## config.mk

```make
export PLATFORM = sky130hd
export DESIGN_NAME = traffic_phase_ctrl
export DESIGN_NICKNAME = d
export VERILOG_FILES = /design/src/rtl/traffic_phase_ctrl.sv
export SDC_FILE = /design/constraint.sdc
export NUM_CORES = 1
export LEC_CHECK = 0
export ABC_AREA = 0
export CAP_MARGIN = 20
export CORE_UTILIZATION = 30
export DETAILED_ROUTE_END_ITERATION = 7
export PLACE_DENSITY = 0.51
export SLEW_MARGIN = 20
export SYNTH_ARGS = -nofsm -noshare
export SYNTH_HDL_FRONTEND = slang
export SYNTH_SLANG_ARGS = --single-unit
```

## constraint.sdc

```tcl
create_clock -name clk -period 5.2 [get_ports clk]
set_input_delay 0.78 -clock clk [delete_from_list [all_inputs] [get_ports clk]]
set_output_delay 0.78 -clock clk [all_outputs]
set_load 0.03 [all_outputs]
```

## src/rtl/traffic_phase_ctrl.sv

```systemverilog
// -----------------------------------------------------------------------------
// traffic_phase_ctrl
//
// Phase sequencer for a two-road intersection (main road, side road) with a
// pedestrian crossing on the main road. The dwell timer counts 1 s ticks from
// tc_timebase. Lamp outputs, phase, remain and rst_q are all registered.
//
// Phase order: MG -> MY -> R1 -> SG -> SY -> R2 -> MG.
// MG has a minimum dwell. After that it holds (extended green) until a side or
// pedestrian request is pending.
//
// Optional feature, guarded by macro FLASH_MODE_EN:
//   Adds the night_flash input and the FLASH phase (encoding 6). The FSM
//   enters FLASH from R2 and leaves to R1. In FLASH, main yellow and side red
//   blink together, toggling once per tick.
//   Without the macro, encoding 6 is illegal and recovers to MG.
//
// Ports:
//   clk          in   system clock, rising edge
//   rst          in   synchronous reset, active-high
//   tc_timebase  in   one-cycle 1 s tick
//   side_req     in   side-road vehicle sensor (level)
//   ped_req      in   pedestrian button (level or pulse)
//   night_flash  in   flash-mode request (FLASH_MODE_EN only)
//   main_lt      out  main lamps {R,Y,G}
//   side_lt      out  side lamps {R,Y,G}
//   ped_walk     out  walk lamp
//   phase        out  current phase encoding
//   remain       out  ticks left in the current phase
//   rst_q        out  one-cycle realign pulse to the tick prescaler
// -----------------------------------------------------------------------------
module traffic_phase_ctrl #(
   parameter int CNT_W      = 5,
   parameter int T_MAIN_MIN = 10,
   parameter int T_SIDE     = 6,
   parameter int T_YEL      = 2,
   parameter int T_RED      = 1
) (
   input  logic             clk,
   input  logic             rst,
   input  logic             tc_timebase,
   input  logic             side_req,
   input  logic             ped_req,
`ifdef FLASH_MODE_EN
   input  logic             night_flash,
`endif
   output logic [2:0]       main_lt,
   output logic [2:0]       side_lt,
   output logic             ped_walk,
   output logic [2:0]       phase,
   output logic [CNT_W-1:0] remain,
   output logic             rst_q
);

   typedef enum logic [2:0] {
      S_MG    = 3'd0,
      S_MY    = 3'd1,
      S_R1    = 3'd2,
      S_SG    = 3'd3,
      S_SY    = 3'd4,
      S_R2    = 3'd5
`ifdef FLASH_MODE_EN
      ,S_FLASH = 3'd6
`endif
   } phase_e;

   localparam logic [CNT_W-1:0] L_MAIN = CNT_W'(T_MAIN_MIN);
   localparam logic [CNT_W-1:0] L_SIDE = CNT_W'(T_SIDE);
   localparam logic [CNT_W-1:0] L_YEL  = CNT_W'(T_YEL);
   localparam logic [CNT_W-1:0] L_RED  = CNT_W'(T_RED);
   localparam logic [CNT_W-1:0] ONE    = CNT_W'(1);

   // Lamp codes {R,Y,G}
   localparam logic [2:0] LT_R   = 3'b100;
   localparam logic [2:0] LT_Y   = 3'b010;
   localparam logic [2:0] LT_G   = 3'b001;
   localparam logic [2:0] LT_OFF = 3'b000;

   phase_e           state_q,    state_d;
   logic [CNT_W-1:0] timer_q,    timer_d;
   logic             req_pend_q, req_pend_d;
   logic [2:0]       main_lt_q,  main_lt_d;
   logic [2:0]       side_lt_q,  side_lt_d;
   logic             ped_walk_q, ped_walk_d;
   logic             realign_q,  realign_d;
   logic             flash_on_q, flash_on_d;
   logic             phase_end;

   // A tick that lands on timer==1 closes the phase. A timer of 0 cannot be
   // loaded with legal parameters, but it is treated as expired so the FSM
   // never stalls.
   assign phase_end = tc_timebase && (timer_q <= ONE);

   // ---------------------------------------------------------------------------
   // Next-state logic
   // ---------------------------------------------------------------------------
   always_comb begin
      state_d    = state_q;
      timer_d    = timer_q;
      req_pend_d = req_pend_q | side_req | ped_req;
      realign_d  = 1'b0;
      flash_on_d = flash_on_q;

      if (tc_timebase && timer_q > ONE)
         timer_d = timer_q - ONE;

      case (state_q)
         S_MG: begin
            // The decision uses the latched request only. Without one, the
            // timer stays at 1 and green is extended.
            if (phase_end && req_pend_q) begin
               state_d = S_MY;
               timer_d = L_YEL;
            end
         end
         S_MY: if (phase_end) begin state_d = S_R1; timer_d = L_RED;  end
         S_R1: if (phase_end) begin state_d = S_SG; timer_d = L_SIDE; end
         S_SG: if (phase_end) begin state_d = S_SY; timer_d = L_YEL;  end
         S_SY: if (phase_end) begin state_d = S_R2; timer_d = L_RED;  end
         S_R2: begin
            if (phase_end) begin
`ifdef FLASH_MODE_EN
               if (night_flash) begin
                  state_d    = S_FLASH;
                  timer_d    = ONE;
                  flash_on_d = 1'b1;
               end else begin
                  state_d = S_MG;
                  timer_d = L_MAIN;
               end
`else
               state_d = S_MG;
               timer_d = L_MAIN;
`endif
            end
         end
`ifdef FLASH_MODE_EN
         S_FLASH: begin
            // The timer stays at 1 in FLASH. Only night_flash decides the
            // exit, and the exit goes through all-red clearance.
            timer_d = ONE;
            if (tc_timebase) begin
               if (!night_flash) begin
                  state_d    = S_R1;
                  timer_d    = L_RED;
                  flash_on_d = 1'b0;
               end else begin
                  flash_on_d = ~flash_on_q;
               end
            end
         end
`endif
         default: begin
            // An unreachable encoding recovers exactly as reset does.
            state_d    = S_MG;
            timer_d    = L_MAIN;
            req_pend_d = 1'b0;
            realign_d  = 1'b1;
            flash_on_d = 1'b0;
         end
      endcase

      if (state_d != state_q) begin
         realign_d = 1'b1;
         // Entry to SG serves the request. A request in the same cycle is
         // dropped, and a held request sets the latch again next cycle.
         if (state_d == S_SG)
            req_pend_d = 1'b0;
      end

      // The lamps are computed from the next phase, so they are registered
      // and change at the same edge as the phase.
      main_lt_d  = LT_G;
      side_lt_d  = LT_R;
      ped_walk_d = 1'b0;
      case (state_d)
         S_MG: begin main_lt_d = LT_G; side_lt_d = LT_R; end
         S_MY: begin main_lt_d = LT_Y; side_lt_d = LT_R; end
         S_R1,
         S_R2: begin main_lt_d = LT_R; side_lt_d = LT_R; end
         S_SG: begin main_lt_d = LT_R; side_lt_d = LT_G; ped_walk_d = 1'b1; end
         S_SY: begin main_lt_d = LT_R; side_lt_d = LT_Y; end
`ifdef FLASH_MODE_EN
         S_FLASH: begin
            main_lt_d = flash_on_d ? LT_Y : LT_OFF;
            side_lt_d = flash_on_d ? LT_R : LT_OFF;
         end
`endif
         default: begin main_lt_d = LT_G; side_lt_d = LT_R; end
      endcase
   end

   // ---------------------------------------------------------------------------
   // State registers
   // ---------------------------------------------------------------------------
   always_ff @(posedge clk) begin
      if (rst) begin
         state_q    <= S_MG;
         timer_q    <= L_MAIN;
         req_pend_q <= 1'b0;
         main_lt_q  <= LT_G;
         side_lt_q  <= LT_R;
         ped_walk_q <= 1'b0;
         realign_q  <= 1'b1;
         flash_on_q <= 1'b0;
      end else begin
         state_q    <= state_d;
         timer_q    <= timer_d;
         req_pend_q <= req_pend_d;
         main_lt_q  <= main_lt_d;
         side_lt_q  <= side_lt_d;
         ped_walk_q <= ped_walk_d;
         realign_q  <= realign_d;
         flash_on_q <= flash_on_d;
      end
   end

   assign main_lt  = main_lt_q;
   assign side_lt  = side_lt_q;
   assign ped_walk = ped_walk_q;
   assign phase    = state_q;
   assign remain   = timer_q;
   assign rst_q    = realign_q;

`ifndef FLASH_MODE_EN
   // Without the flash option the blink register has no use. It is tied off
   // so the default build stays free of dangling logic.
   logic unused_flash;
   assign unused_flash = flash_on_q & LT_OFF[0];
`endif

endmodule

```

==> results.cfg <==
[clock_tree]
cts_resized = 0
htree_levels = 1
numCtsBuffers = 3
clockRootBuffer = clkbuf_4
postCtsHoldBufs = 0
cts.clk_slew.worst_paths_ns = 0.10
clock_sinks = 16
clock_latency_ns = 0.30
post_cts_buffers = 0
cts_tree = built
clock_path_buffers = 2

[synth]
ys_seq_area_share_pct = 34.7
synth_edf_count = 0
yosysWarnings = 0
netlist_area_um2 = 922
async_reset_ff_share_pct = 0
synth_top_area_cell = dfxtp_1
synth_cell_types = 42
synthDominantCellAreaShare_pct = 34.7
synth_seq_cells = 16
synth_area_leaders = dfxtp_1 (35%), a21oi_1 (4.9%), o21ai_0 (3.8%), ha_1 (2.7%), nor3_1 (2.7%)
synthCells = 108
syn_avg_cell_area_um2 = 8.54
synth_top_flop_cell = dfxtp_1
syn_nets = 115

[route]
via_per_inst = 5.39
dr.pass1.iters = 6
antenna_left = 0
vias = 825
wl_per_cell_um = 13.6
wl_um = 2090
route.detailed.drc = 2
first_iter_violations = 38

[place]
hpwl_um = 1450
gp_congestion = 0.783
pre_cts_ws_ns = 2.59
portBuffers = 20

[critical_path]
cpPeakStageDelay_ns = 0.78
cp.arrival_ns = 1.80
crit_chain = clkdlybuf4s50_1
critPathLaunchType = flop
cp_top_family = buffers and inverters
critical_path_buf_inv_count = 1
crit_required_ns = 4.42
worst-setup-path-type = reg -> out
endpoint_kind = output pin
worst-path-max-fanout = 17
worst_path_max_delay_cell = clkdlybuf4s50_1

[power]
p_leak_nw = 0.392
power_density_nw_per_um2 = 226
vdd_drop_max_mv = 0.121
finalPower_uw = 257

[timing]
hold_viol_final = 0
setup_tns_ns = 0
slew_headroom_pct = 59.7
rsz0062_at_grt = false
maxSlewViolCount = 0
max_slew.worst_pin.slew_ns = 0.603
fin_ws_ns = 2.62
skew_ns = 0.00668
layout_min_cycle_time_ns = 2.58
finalSetupViolCount = 0
layout_worst_path_cycle_share_pct = 49.6
max_freq_ghz = 0.388

[floorplanning]
coreArea_um2 = 2830
die_w_um = 57.4
dieArea_um2 = 3300
pin_count = 21
dieHeight_um = 57.4
start_util_pct = 32.6
num_rows = 19

[layout]
area_delta_synth_final_pct = 23.6
regArea_um2 = 320
antenna_cells = 0
drive_above_1_share_pct = 9.02
multi_input_area_um2 = 529
nets = 130
layout_commonest_cell = clkdlybuf4s50_1
fillers = 305
final_cell_mix = clkdlybuf4s50_1 (20), dfxtp_1 (16), a21oi_1 (9), o21ai_0 (7)

[global_routing]
first_global_vias = 706
grt.overflow.total = 0
grt_start_max_net_pins = 18
grt_pass1_wl_um = 3530
track_usage_pct = 14.1
antenna_found_initial = 0

[outcome]
status = finished, violations left
violations = DRC

[flow_run]
max-cap-violations = 0

[hold_path]
worst_hold_path_type = reg -> reg
## layer usage
layer / up-vias / routed length (um) / track usage [%]
met3: 3 / 102 / 4.76
met4: 0 / 12 / 3.14
li1: 414 / - / -
met5: - / 0 / 0
met2: 24 / 917 / 21.3
met1: 384 / 1050 / 19.5
## stage by stage
| stage | instance area, um^2 | util, % | std cells | hold WS [ns] |
|---|---|---|---|---|
| 6_report | 1140 | 40.3 | 153 | 0.590 |
| 5_1_grt | 1140 | 40.3 | 153 | 0.652 |
| 4_1_cts | 1140 | 40.3 | 153 | 0.595 |
| 3_5_place_dp | 1100 | 39.0 | 149 | 0.581 |
| 3_3_place_gp | 1100 | 39.0 | 149 | 0.582 |
| 2_1_floorplan | 922 | - | 108 | 0.532 |
## Yosys cell counts, types with 2 or more instances
library cell and instances:
clkbuf_1 6, buf_6 2, nor2b_1 2, nor4_1 3, xnor2_1 2, dfxtp_1 16, nor2_1 6, a21o_1 3
nor3_1 5, o21ai_0 7, a21oi_1 9, nand3b_1 2, nor3b_1 2, o22ai_1 2, nand2_1 6, nand3_1 3
ha_1 2, inv_1 4, a31oi_1 3
## flip-flops by register name (all words and copies together), names as in the netlist
signal / flops
remain: 5
rst_q: 1
side_lt: 3
phase: 3
main_lt: 3
req_pend_q: 1
## cells by family after synthesis
logic type / Yosys count / synth area share, %
AO/OA/AOI/OAI: 31 / 22.3
XOR/XNOR: 3 / 2.85
adder cells (fa/ha/maj): 3 / 3.93
buffers and inverters: 14 / 7.87
flip-flops: 16 / 34.7
multiplexers: 2 / 2.44
AND/OR/NAND/NOR: 39 / 25.9
## report_power, final
group	switching (mW)	internal (mW)
clock network	0.0418	0.0427
logic	0.0206	0.0182
registers	0.00771	0.126
total	0.0702	0.187
## worst register-to-register path, stage by stage, from the launching register on
cell	delay, ns
dfxtp_1	0.53
inv_1	0.13
ha_1	0.21
o21bai_4	0.22
and2_4	0.20
or4_4	0.42
a21o_1	0.17
## final timing paths
kind                  start         end  slack, ns  cells after the start
setup / recovery   phase[2]    phase[2]       2.62                      1
hold / removal    remain[2]   remain[2]       0.59                      2
setup reg to reg  remain[1]  side_lt[2]       3.23                      6
hold reg to reg   remain[2]   remain[2]       0.59                      2
## cell type report
type	instances	area share, %
multi-input cells	78	46.4
clock buffers	4	3.18
well taps	31	3.40
repair buffers	20	17.6
inverters	4	1.32
flip-flops and latches	16	28.1
No activity file was read; power rests on OpenSTA's default activity.
